[src/rtl/fetch_unit.sv]
// Instruction-fetch front end: owns the fetch PC, keeps one imem request in flight and
// buffers returned words with their PCs for decode. Define FETCH_JAL_PREDICT_EN to follow JALs.
module fetch_unit #(
    parameter int unsigned     XLEN     = 32,
    parameter int unsigned     DEPTH    = 4,
    parameter logic [XLEN-1:0] RESET_PC = '0
) (
    input  logic            clk,
    input  logic            rst,
    input  logic            redirect_valid,
    input  logic [XLEN-1:0] redirect_pc,
    output logic            imem_req_valid,
    input  logic            imem_req_ready,
    output logic [XLEN-1:0] imem_req_addr,
    input  logic            imem_rsp_valid,
    input  logic [XLEN-1:0] imem_rsp_inst,
    output logic            dec_valid,
    input  logic            dec_ready,
    output logic [XLEN-1:0] dec_inst,
    output logic [XLEN-1:0] dec_pc,
    output logic            dec_jal_pred
);

    localparam int unsigned     PtrW     = $clog2(DEPTH);
    localparam int unsigned     CntW     = PtrW + 1;
    localparam logic [CntW:0]   DepthCnt = (CntW + 1)'(DEPTH);

    logic [XLEN-1:0] fetch_pc_q, fetch_pc_d;
    logic [XLEN-1:0] req_pc_q, req_pc_d;
    logic            outstanding_q, outstanding_d;
    logic            drop_q, drop_d;
    logic [PtrW-1:0] wr_ptr_q, wr_ptr_d;
    logic [PtrW-1:0] rd_ptr_q, rd_ptr_d;
    logic [CntW-1:0] count_q, count_d;

    logic [XLEN-1:0] inst_mem [DEPTH];
    logic [XLEN-1:0] pc_mem   [DEPTH];

    logic            rsp_fire;
    logic            rsp_accept;
    logic            push;
    logic            pop;
    logic            req_fire;
    logic            has_room;
    logic            jal_hit;
    logic [XLEN-1:0] jal_target;
    logic [CntW:0]   reserved;

`ifdef FETCH_JAL_PREDICT_EN
    localparam logic [6:0] OpJal = 7'b1101111;

    logic [DEPTH-1:0] pred_mem;
    logic [XLEN-1:0]  jal_imm;

    assign jal_imm = {{(XLEN - 20){imem_rsp_inst[31]}}, imem_rsp_inst[19:12],
                      imem_rsp_inst[20], imem_rsp_inst[30:21], 1'b0};
    assign jal_hit      = rsp_accept & (imem_rsp_inst[6:0] == OpJal);
    assign jal_target   = req_pc_q + jal_imm;
    assign dec_jal_pred = dec_valid & pred_mem[rd_ptr_q];
`else
    assign jal_hit      = 1'b0;
    assign jal_target   = '0;
    assign dec_jal_pred = 1'b0;
`endif

    // A response is only meaningful while a request is owed; stray ones are ignored.
    assign rsp_fire   = imem_rsp_valid & outstanding_q;
    assign rsp_accept = rsp_fire & ~drop_q & ~redirect_valid;
    assign push       = rsp_accept;
    assign pop        = dec_valid & dec_ready & ~redirect_valid;

    // Count the in-flight word as occupied so a push can never overflow the FIFO.
    assign reserved = {1'b0, count_q} + {{CntW{1'b0}}, outstanding_q};
    assign has_room = reserved < DepthCnt;

    assign imem_req_valid = rst & ~redirect_valid & (~outstanding_q | imem_rsp_valid) &
                            has_room & ~jal_hit;
    assign req_fire       = imem_req_valid & imem_req_ready;
    assign imem_req_addr  = fetch_pc_q;

    assign dec_valid = (count_q != '0);
    assign dec_inst  = inst_mem[rd_ptr_q];
    assign dec_pc    = pc_mem[rd_ptr_q];

    always_comb begin
        fetch_pc_d    = fetch_pc_q;
        req_pc_d      = req_pc_q;
        outstanding_d = outstanding_q;
        drop_d        = drop_q;
        wr_ptr_d      = wr_ptr_q;
        rd_ptr_d      = rd_ptr_q;
        count_d       = count_q + CntW'(push) - CntW'(pop);

        if (rsp_fire) begin
            outstanding_d = 1'b0;
            drop_d        = 1'b0;
        end
        if (req_fire) begin
            req_pc_d      = fetch_pc_q;
            fetch_pc_d    = fetch_pc_q + XLEN'(4);
            outstanding_d = 1'b1;
        end
        if (jal_hit) begin
            fetch_pc_d = jal_target;
        end
        if (push) begin
            wr_ptr_d = wr_ptr_q + PtrW'(1);
        end
        if (pop) begin
            rd_ptr_d = rd_ptr_q + PtrW'(1);
        end

        // Redirect wins over everything; a still-owed response must be swallowed later.
        if (redirect_valid) begin
            fetch_pc_d = redirect_pc & ~XLEN'(3);
            wr_ptr_d   = '0;
            rd_ptr_d   = '0;
            count_d    = '0;
            if (outstanding_q && !imem_rsp_valid) begin
                drop_d = 1'b1;
            end
        end
    end

    always_ff @(posedge clk or negedge rst) begin
        if (!rst) begin
            fetch_pc_q    <= RESET_PC;
            req_pc_q      <= RESET_PC;
            outstanding_q <= 1'b0;
            drop_q        <= 1'b0;
            wr_ptr_q      <= '0;
            rd_ptr_q      <= '0;
            count_q       <= '0;
        end else begin
            fetch_pc_q    <= fetch_pc_d;
            req_pc_q      <= req_pc_d;
            outstanding_q <= outstanding_d;
            drop_q        <= drop_d;
            wr_ptr_q      <= wr_ptr_d;
            rd_ptr_q      <= rd_ptr_d;
            count_q       <= count_d;
        end
    end

    always_ff @(posedge clk) begin
        if (push) begin
            inst_mem[wr_ptr_q] <= imem_rsp_inst;
            pc_mem[wr_ptr_q]   <= req_pc_q;
`ifdef FETCH_JAL_PREDICT_EN
            pred_mem[wr_ptr_q] <= jal_hit;
`endif
        end
    end

    a_no_overflow : assert property (@(posedge clk) disable iff (!rst)
        push |-> (count_q < CntW'(DEPTH)));
    a_count_bound : assert property (@(posedge clk) disable iff (!rst)
        count_q <= CntW'(DEPTH));

endmodule

[config.mk]
export PLATFORM = sky130hd
export DESIGN_NAME = fetch_unit
export DESIGN_NICKNAME = d
export VERILOG_FILES = /design/src/rtl/fetch_unit.sv
export SDC_FILE = /design/constraint.sdc
export NUM_CORES = 1
export LEC_CHECK = 0
export ABC_AREA = 1
export CAP_MARGIN = 20
export CORE_UTILIZATION = 40
export CTS_CLUSTER_DIAMETER = 120
export DETAILED_ROUTE_END_ITERATION = 10
export GPL_TIMING_DRIVEN = 0
export PLACE_DENSITY_LB_ADDON = 0.15
export SYNTH_ARGS = -nofsm -noshare
export SYNTH_HDL_FRONTEND = slang
export SYNTH_SLANG_ARGS = --single-unit
export TNS_END_PERCENT = 1
[constraint.sdc]
create_clock -name clk -period 3.94 [get_ports clk]
set_input_delay 0.788 -clock clk [delete_from_list [all_inputs] [get_ports clk]]
set_output_delay 0.788 -clock clk [all_outputs]
set_load 0.05 [all_outputs]
==> reports/results.ini <==
[yosys]
synth_common_cells=248 x edfxtp_1, 175 x nor2_1, 161 x nand2_1
synthFlopType=edfxtp_1
synthCells=1134
ys_seq_area_share_pct=70.8
synth.top_cell.area_share_pct=57.5
syn_avg_cell_area_um2=11.4
yosysTopAreaCell=edfxtp_1
yosysMostFrequentCell=edfxtp_1
ys_async_sr_fraction_pct=21.8
mappedNetlistArea_um2=13000
synth_area_leaders=edfxtp_1 57%, dfrtp_1 13%, o21ai_0 5.5%, nor2_1 5.1%, nand2_1 4.7%
yosys_warnings=0
synth-edff-count=248
synth.ff_latch_count=317
ys_types=29

[worst_setup_path]
path_max_fanout=10
worstPathRequired_ns=3.15
path_class=flip-flop to output port
crit_buf_inv=4
crit_arrival_ns=3.11
endpoint_kind=output port
path_cells=buf_2 > buf_2 > clkbuf_1 > nor2_1 > o22ai_1 > clkdlybuf4s50_1
critical_path.top_delay_family=buffers and inverters
cp-start-kind=flip-flop
crit_top_cell=buf_2
cpPeakStageDelay_ns=0.85
slowest_stage=clkdlybuf4s50_1

[drt]
first_pass_iters=5
drc=0
viasPerCell=5.11
detail_route.iter0.violations=532
vias=9061
wirelength_um=32300
ant_nets=0
routedWlPerCell_um=18.2

[die]
die_area_um2=33100
die_height_um=182
core_area_um2=31700
rows=65
start_util_pct=40.9
die_width_um=182
ios=169

[timing]
clock_skew_ns=0.0176
drv_slew=0
rsz0062_at_grt=yes
hold_violations=0
fin_setup_tns_ns=0
finalSetupViolCount=0
finalCritPeriodShare_pct=98.9
worstMarginPinSlew_ns=0.773
finalCriticalPeriod_ns=3.90
relSlewSlack_pct=48.3
max_freq_ghz=0.257

[global_route]
grtUsageTotal_pct=19.6
antenna_found_initial=0
busiest_layer=met2
grt_pass1_vias=8797
grt_max_degree=71
use_met3_pct=3.63
use_met2_pct=31.7
met1_usage_pct=27.1
grt-ovfl-total=0
grt_pass1_wl_um=49600

[clock_tree]
cts.sinks=317
clock_path_buffers=3
cts.clk_slew.worst_paths_ns=0.06
clk_latency_ns=0.51
htreeDepth=2
cts_tree=built
ctsHoldBuffers=0
cts_buffers=35
ctsRootBufferMaster=clkbuf_16

[layout]
drive_gt1_share_pct=7.29
fillers=2868
syn2layout_area_growth_pct=27.6
instances_no_fill=1773
antenna_cells=0
nets=1424
multi_input_area_um2=3310
register_area_um2=9170

[placement]
place.port_buffers=161
placedCellCount=1710
hpwlAfterDp_um=21500
place_congestion=0.838

[job]
drv_cap=0

[power_and_ir_drop]
ir_worst_vdd_uv=278
leakage_nw=6.19
powerDensity_nw_per_um2=641

[hold_path]
hold_class=input pin to asynchronous set/reset pin

[status]
outcome=complete, no violations

## sequential cells by signal, summed over array words and instances, names as in the netlist
signal and count:
wr_ptr_q 2, pc_mem 120, rd_ptr_q 2, outstanding_q 1, inst_mem 128, imem_req_addr 30, drop_q 1, count_q 3
req_pc_q 30
## placed cells by master, fill, tap and decap left out, types with 2 or more instances in the layout
master / count
a21oi_1: 5
and2_1: 3
buf_12: 7
buf_16: 2
buf_2: 11
buf_4: 8
buf_6: 4
bufinv_16: 6
clkbuf_1: 40
clkbuf_16: 37
clkbuf_2: 2
clkdlybuf4s50_1: 139
clkinv_1: 11
clkinv_2: 7
conb_1: 5
dfrtp_1: 69
dlygate4sd2_1: 9
dlymetal6s2s_1: 12
edfxtp_1: 248
ha_1: 8
inv_1: 55
nand2_1: 161
nand2_2: 3
nand3_1: 95
nand3_2: 2
nor2_1: 171
nor2_2: 3
nor2_4: 4
nor3_1: 2
o21ai_0: 142
o21ai_1: 29
o22ai_1: 62
## power by group
group / internal (W) / switching (W)
sequential: 0.00401 / 0.000317
combinational: 0.000872 / 0.00205
clock: 0.00211 / 0.00125
## timing repair
item / 4_1_cts / 5_1_grt
gates resized for setup: 12 / 12
setup buffers: 0 / 0
endpoints found under the setup margin: 59 / 28
## layout make-up
cell class              instances  area share, %
plain buffers                  63           1.87
clock buffers                  40           5.73
clock inverters                23           1.55
inverters                      57           1.30
multi-input cells             701           20.0
flip-flops and latches        317           55.5
well taps                     402           3.04
repair buffers                170           11.0
## through the flow
step	hold slack (ns)	cell area, µm²	setup WS [ns]	power [W]	utilization [%]
3_3_place_gp	0.499	15100	-3.43	0.00732	47.6
3_5_place_dp	0.504	15300	0.106	0.00735	48.3
6_report	0.297	16500	0.0447	0.0106	52.1
2_1_floorplan	0.476	13000	-0.198	0.00616	-
4_1_cts	0.295	16500	0.00506	0.0107	52.1
5_1_grt	0.306	16500	-0.139	0.0111	52.1
## final timing paths
kind	start	endpoint	slack, ns	cells after the start
setup / recovery	rd_ptr_q[0]	dec_inst[16]	0.04	6
hold / removal	rst	imem_req_addr[16]	0.30	2
setup reg to reg	outstanding_q	inst_mem[0][26]	1.49	6
hold reg to reg	req_pc_q[20]	pc_mem[0][20]	0.52	0
max in group asynchronous	rst	req_pc_q[31]	3.37	2
min in group clk	req_pc_q[20]	pc_mem[0][20]	0.52	0
## per-layer routing
layer	part of all wire (%)	up-vias
met4	2.1	0
met1	46	4316
met2	46	270
li1	-	4429
met3	5.8	46
met5	0	-
## cells by family (layout without fill, tap and decap cells)
| family | count (synthesis) | in the layout | synth area share [%] |
|---|---|---|---|
| buf+inv | 120 | 353 | 4.02 |
| simple gates | 445 | 445 | 14.2 |
| compound gates | 240 | 240 | 9.90 |
| other cells | 1 | 5 | 0.0289 |
| fa+ha+maj | 9 | 9 | 0.927 |
| flops | 317 | 317 | 70.8 |
| xor+xnor | 2 | 2 | 0.135 |
No activity file was read; power rests on OpenSTA's default activity.
